`src/rtl/pc_sequencer.sv`:
```
// Program counter and next-PC sequencer for the 16-bit single-cycle CPU.
// Handles branch/jump redirection, stall hold, HALT, and the saturating retire/taken counters.
module pc_sequencer #(
  parameter logic [15:0] RESET_PC = 16'h0000,
  parameter int          OFFSET_W = 6,
  parameter int          JUMP_W   = 12
) (
  input  logic                clk,
  input  logic                rst,
  input  logic                exec_en,
  input  logic [2:0]          opcode,
  input  logic                zero,
  input  logic [OFFSET_W-1:0] br_offset,
  input  logic [JUMP_W-1:0]   jump_target,
  input  logic                halt_req,
  input  logic                stall,
  input  logic                resume,
  output logic [15:0]         pc,
  output logic [15:0]         pc_plus1,
  output logic [1:0]          state,
  output logic                halted,
  output logic [15:0]         retired,
  output logic [15:0]         taken
);

  // state    | meaning
  // ST_RESET | one settling cycle after rst drops, nothing executes
  // ST_RUN   | executing; stall and exec_en gate each edge
  // ST_HALT  | pc and counters frozen until resume
  typedef enum logic [1:0] {
    ST_RESET = 2'b00,
    ST_RUN   = 2'b01,
    ST_HALT  = 2'b10
  } state_t;

  localparam logic [2:0] OP_BEQ  = 3'b100;
  localparam logic [2:0] OP_JUMP = 3'b111;

  state_t      state_q, state_d;
  logic [15:0] pc_d, retired_d, taken_d;
  logic [15:0] br_target, jump_pc, retired_inc, taken_inc;

  assign pc_plus1  = pc + 16'd1;
  // Both targets derive from pc+1 so wrap at 16'hFFFF falls out of the adder.
  assign br_target = pc_plus1 + {{(16-OFFSET_W){br_offset[OFFSET_W-1]}}, br_offset};
  assign jump_pc   = {pc_plus1[15:JUMP_W], jump_target};

  assign retired_inc = (retired == 16'hFFFF) ? retired : retired + 16'd1;
  assign taken_inc   = (taken == 16'hFFFF) ? taken : taken + 16'd1;

  assign state  = state_q;
  assign halted = (state_q == ST_HALT);

  always_ff @(posedge clk) begin
    if (rst) begin
      state_q <= ST_RESET;
      pc      <= RESET_PC;
      retired <= 16'h0000;
      taken   <= 16'h0000;
    end else begin
      state_q <= state_d;
      pc      <= pc_d;
      retired <= retired_d;
      taken   <= taken_d;
    end
  end

  always_comb begin
    state_d   = state_q;
    pc_d      = pc;
    retired_d = retired;
    taken_d   = taken;
    case (state_q)
      ST_RESET: state_d = ST_RUN;
      ST_RUN: begin
        if (!stall && exec_en) begin
          retired_d = retired_inc;
          pc_d      = pc_plus1;
          if (halt_req) begin
            state_d = ST_HALT;
          end else if (opcode == OP_BEQ && zero) begin
            pc_d    = br_target;
            taken_d = taken_inc;
          end else if (opcode == OP_JUMP) begin
            pc_d    = jump_pc;
            taken_d = taken_inc;
          end
        end
      end
      ST_HALT: begin
        if (resume) state_d = ST_RUN;
      end
      default: state_d = ST_RESET;
    endcase
  end

endmodule

```
`config.mk`:
```
export PLATFORM = sky130hd
export DESIGN_NAME = pc_sequencer
export DESIGN_NICKNAME = d
export VERILOG_FILES = /design/src/rtl/pc_sequencer.sv
export SDC_FILE = /design/constraint.sdc
export NUM_CORES = 1
export LEC_CHECK = 0
export CAP_MARGIN = 20
export CORE_ASPECT_RATIO = 1.5
export CORE_MARGIN = 2
export CORE_UTILIZATION = 27
export DETAILED_ROUTE_END_ITERATION = 10
export PLACE_DENSITY_LB_ADDON = 0.3
export SYNTH_ARGS = -nofsm -noshare
export SYNTH_HDL_FRONTEND = slang
export SYNTH_SLANG_ARGS = --single-unit
```
`constraint.sdc`:
```
create_clock -name clk -period 4.14 [get_ports clk]
set_clock_uncertainty 0.15 [all_clocks]
set_input_delay 0.828 -clock clk [delete_from_list [all_inputs] [get_ports clk]]
set_output_delay 0.828 -clock clk [all_outputs]
set_load 0.005 [all_outputs]
```
==> results of run 1 <==
## cells by family (layout without fill, tap and decap cells)
group	Yosys count	count (layout)	synth area share, %
adder cells (fa/ha/maj)	24	24	9.01
AO/OA/AOI/OAI	89	89	16.0
XOR/XNOR	50	50	12.8
AND/OR/NAND/NOR	183	183	29.6
flip-flops	50	50	29.3
multiplexers	2	2	0.623
buffers and inverters	24	121	2.67
## worst reg2reg max path: cells and delay by family (launching register included)
kind                       cells  cell delay [ps]
AOI/OAI and AO/OA              4              850
xor gates and xnor gates       2              480
adders and majority gates      1              340
DFF                            1              460
and+or+nand+nor                6             1010
## per-layer routing
metal | up-vias | share of wire (%) | global-route usage [%]
met1 | 1653 | 39 | 16.4
met5 | - | 0 | 0
met4 | 0 | 3.0 | 7.29
met3 | 17 | 3.8 | 2.12
met2 | 90 | 55 | 30.7
li1 | 1706 | - | -
## final cells by class
type | count | share of cell area (%)
clock inverter | 2 | 0.795
multi-input combinational | 348 | 49.2
timing repair buffer | 101 | 20.9
sequential | 50 | 21.2
clock buffer | 6 | 2.73
tap | 156 | 4.14
inverter | 12 | 0.954
## power breakdown
| group | total, mW | internal, mW | switching (mW) |
|---|---|---|---|
| clock network | 0.480 | 0.286 | 0.194 |
| logic | 0.147 | 0.0717 | 0.0750 |
| registers | 0.490 | 0.485 | 0.00504 |
## registers in the layout (all words and copies together), names as in the netlist
signal and count:
state 2, taken 16, retired 16, pc 16
## final timing paths
kind | to | slack (ps) | cells past startpoint
max | pc_plus1[11] | 690 | 6
min | retired[1] | 360 | 2
max reg2reg | pc[11] | 740 | 13
min reg2reg | retired[1] | 360 | 2
## synthesized netlist by cell type (all sizes together), types with 2 or more instances
cell    number  area share (%)
xor2        17             4.4
o21a         2            0.44
nor2        57             6.3
ha          23             8.4
nand4       14             3.6
or2          2            0.37
nand3       21             3.4
clkbuf      10             1.1
nor3        13             2.4
o211ai       3            0.66
buf          2            0.26
o21bai       2            0.44
and2b        2            0.48
nand2       30             3.4
a21o         2            0.44
a22oi        3            0.66
nor2b        4            0.73
and3         8             1.5
inv         12             1.3
and4         6             1.6
o21ai       20             2.9
dfxtp       50              29
or3          6             1.1
a21oi       28             4.1
nor3b        3            0.81
o22ai        9             1.6
xnor2       33             8.5
o221ai       2            0.51
a211oi      10             2.2
nand3b       3            0.77
and2         5             1.0
nor4         4            0.92
==> impl_metrics.tcl, run 1 <==
set metrics [dict create \
    status "finished clean" \
    antenna_found_initial 0 \
    track_usage_pct 16.0 \
    finalHoldViolCount 0 \
    vdd_drop_max_mv 0.200 \
    ys_ff_latch 50 \
    leakagePower_nw 1.71 \
    async_reset_ff_share_pct 0 \
    cpMaxStageDelayCell "clkdlybuf4s50_1" \
    final_util_pct 38.1 \
    crit_required_ps 3160 \
    routedWlPerCell_um 15.6 \
    first_pass_iters 4 \
    vias 3466 \
    clock_path_buffers 2 \
    cts_tree "yes" \
    synth_cell_types 64 \
    drv_cap 0 \
    die_width_um 95.8 \
    path_delay_family "simple AND/OR/NAND/NOR gates" \
    io_pins 95 \
    cts_made_buffers 5 \
    yosys_warnings 0 \
    synthCells 422 \
    dp_hpwl_mm 8.21 \
    clkTransAtPathRegs_ps 70 \
    ys_seq_area_share_pct 29.3 \
    rsz0062_at_grt "no" \
    path_cells "and4_4 > and2_2 > and3_1 > nand3_1 > xnor2_1 > clkdlybuf4s50_1" \
    synth_edf_count 0 \
    cts_root_buf "clkbuf_16" \
    final-seq-area_um2 1000 \
    routed_wl_mm 10.6 \
    setup_viol 0 \
    routabilityCongestion 0.844 \
    worstSetupStartpointType "flop" \
    die_area_um2 13600 \
    cts_setup_buffers 0 \
    power_per_cell_area_nw_per_um2 237 \
    first_iter_violations 88 \
    pre_cts_slack_ps 614 \
    syn_nets 474 \
    dpl_cell_area_um2 4550 \
    rows 50 \
    start_util_pct 27.6 \
    fin_hold_ws_ps 360 \
    worstPathArrival_ps 2480 \
    netlist_area_um2 3420 \
    diodes 0 \
    p_total_mw 1.12 \
    ant_nets 0 \
    layout_common_cells "93 x clkdlybuf4s50_1, 57 x nor2_1, 50 x dfxtp_1" \
    cp_max_fo 8 \
    startpoint "pc[2]" \
    cp_num_buf_inv 1 \
    cts_hold_buf 0 \
    fin_nets 570 \
    mostFrequentLayoutCell "clkdlybuf4s50_1" \
    multi_input_area_um2 2320 \
    setup_tns_ps 0 \
    critPathCaptureType "output pin" \
    dp.cells 667 \
    timing.final.crit_share_pct 83.4 \
    port_buffers 94 \
    die_y_um 142 \
    grt_max_degree 28 \
    drive_gt1_share_pct 7.13 \
    cts_sinks 50 \
    clk_latency_ps 290 \
    coreArea_um2 12400 \
    slew_headroom_pct 58.8 \
    timing.rr.start "pc[2]" \
    area_delta_synth_final_pct 38.2 \
    ctsResizeCount 0 \
    hold_class "flop to flop" \
    synth_flop_cell "dfxtp_1" \
    grt_pass1_wl_mm 17.0 \
    grt_overflow 0 \
    max_stage_delay_ps 570 \
    setup_ws_ps 685 \
    drv_slew 0 \
    fmax_ghz 0.289 \
    grt_pass1_vias 3488 \
    htree_levels 2 \
    via_per_inst 5.13 \
    stdcell_area_um2 4720 \
    tightest_slew_ps 614 \
    period_needed_ps 3450 \
    drc 0 \
    crit_type "flop to output pin" \
    hold_path.startpoint "retired[1]" \
    syn_avg_cell_area_um2 8.09 \
    num-fill-cells 1302 \
    stdcell_count 675 \
]
Note: power is estimated with default switching activity, not from simulation.
==> run 2, diff against run 1 <==
- clock period: 4.14 -> 3.3 ns (I/O delays scaled with it)
==> impl_metrics.tcl, run 2 (synthesis gave the netlist of run 1 again) <==
set metrics [dict create \
    routedWlPerCell_um 15.2 \
    final-seq-area_um2 1000 \
    cpMaxStageDelayCell "clkdlybuf4s50_1" \
    reg2reg_slack_ps 250 \
    clkTransAtPathRegs_ps 70 \
    vias 3535 \
    crit_type "flop to output pin" \
    cp_max_fo 8 \
    drive_gt1_share_pct 13.5 \
    cts_sinks 50 \
    rows 50 \
    worstPathArrival_ps 2340 \
    worstSetupStartpointType "flop" \
    via_per_inst 5.02 \
    slew_headroom_pct 60.3 \
    cts_tree "yes" \
    period_needed_ps 3150 \
    stdcell_count 704 \
    leakagePower_nw 1.88 \
    vdd_drop_max_mv 0.145 \
    dpl_cell_area_um2 4770 \
    clk_latency_ps 290 \
    mostFrequentLayoutCell "clkdlybuf4s50_1" \
    grt_pass1_wl_mm 17.2 \
    setup_tns_ps 0 \
    track_usage_pct 15.9 \
    crit_required_ps 2490 \
    dp.cells 696 \
    cts_setup_buffers 0 \
    reg_top3 "pc: 16 flops, retired: 16 flops, taken: 16 flops" \
    num-fill-cells 1318 \
    die_area_um2 13600 \
    grt_max_degree 27 \
    grt_pass1_vias 3548 \
    p_total_mw 1.36 \
    first_iter_violations 75 \
    routed_wl_mm 10.7 \
    status "finished clean" \
    drc 0 \
    coreArea_um2 12400 \
    antenna_found_initial 0 \
    rsz0062_at_grt "no" \
    htree_levels 2 \
    dp_hpwl_mm 8.56 \
    cts_made_buffers 5 \
    grt_overflow 0 \
    finalHoldViolCount 0 \
    path_cells "and3_1 > nand4_2 > buf_4 > nor3_4 > xor2_1 > clkdlybuf4s50_1" \
    hold_class "flop to flop" \
    fmax_ghz 0.317 \
    setup_ws_ps 149 \
    final_util_pct 40.1 \
    die_y_um 142 \
    fin_hold_ws_ps 361 \
    stdcell_area_um2 4960 \
    pre_cts_slack_ps -18.1 \
    drv_slew 0 \
    layout_common_cells "93 x clkdlybuf4s50_1, 57 x nor2_1, 48 x dfxtp_1" \
    cts_root_buf "clkbuf_16" \
    setup_viol 0 \
    tightest_slew_ps 591 \
    area_delta_synth_final_pct 45.3 \
    max_stage_delay_ps 520 \
    routabilityCongestion 0.924 \
    fin_nets 599 \
    port_buffers 94 \
    start_util_pct 27.6 \
    ant_nets 0 \
    multi_input_area_um2 2360 \
    io_pins 95 \
    timing.final.crit_share_pct 95.5 \
    diodes 0 \
    drv_cap 0 \
    critPathCaptureType "output pin" \
    power_per_cell_area_nw_per_um2 274 \
    clock_path_buffers 2 \
    first_pass_iters 4 \
    die_width_um 95.8 \
]
[run 2: cell types whose count changed in the layout (fill, tap and decap cells not counted), moves of 2 or more]
cell     previous run  this run
dfxtp_1            50        48
dfxtp_2             0         2
xnor2_1            33        30
xnor2_2             0         3
buf_4               7        36
inv_6               0         2
[run 2: worst max-delay path, delay by kind of cell (launching register included)]
family        cells  cell delay [ps]
simple gates      3              780
buf+inv           2              690
flops             1              410
xor+xnor          1              170
[run 2: path summary, 6_finish.rpt]
check,to,start,depth (start not counted)
worst max register to register,pc[15],pc[4],12
worst min register to register,retired[1],retired[1],2
worst max-delay path,pc_plus1[15],pc[8],6
worst min-delay path,retired[1],retired[1],2
[run 2: report_power, final]
| part | internal [mW] | total, mW | switching, mW |
|---|---|---|---|
| registers | 0.608 | 0.616 | 0.00748 |
| clock network | 0.286 | 0.541 | 0.254 |
| logic | 0.105 | 0.201 | 0.0959 |
[run 2: layout make-up]
cell class / instances / area share (%)
Timing Repair Buffer: 130 / 24.3
Clock buffer: 5 / 2.52
Tap cell: 156 / 3.93
Multi-Input combinational cell: 348 / 47.7
Inverter: 12 / 0.908
Sequential cell: 50 / 20.2
Clock inverter: 3 / 0.454
[run 2: what timing repair did]
item | 4_1_cts | 5_1_grt
hold buffers | 0 | 0
endpoints found under the setup margin | 0 | 4
resized for setup | 0 | 8
[run 2: per-layer routing]
| metal | track usage (%) | routed length (um) | up-vias |
|---|---|---|---|
| met5 | 0 | 0 | - |
| met4 | 5.79 | 292 | 0 |
| met3 | 2.07 | 312 | 18 |
| met2 | 30.7 | 5920 | 69 |
| met1 | 17.1 | 4180 | 1671 |
| li1 | - | - | 1777 |
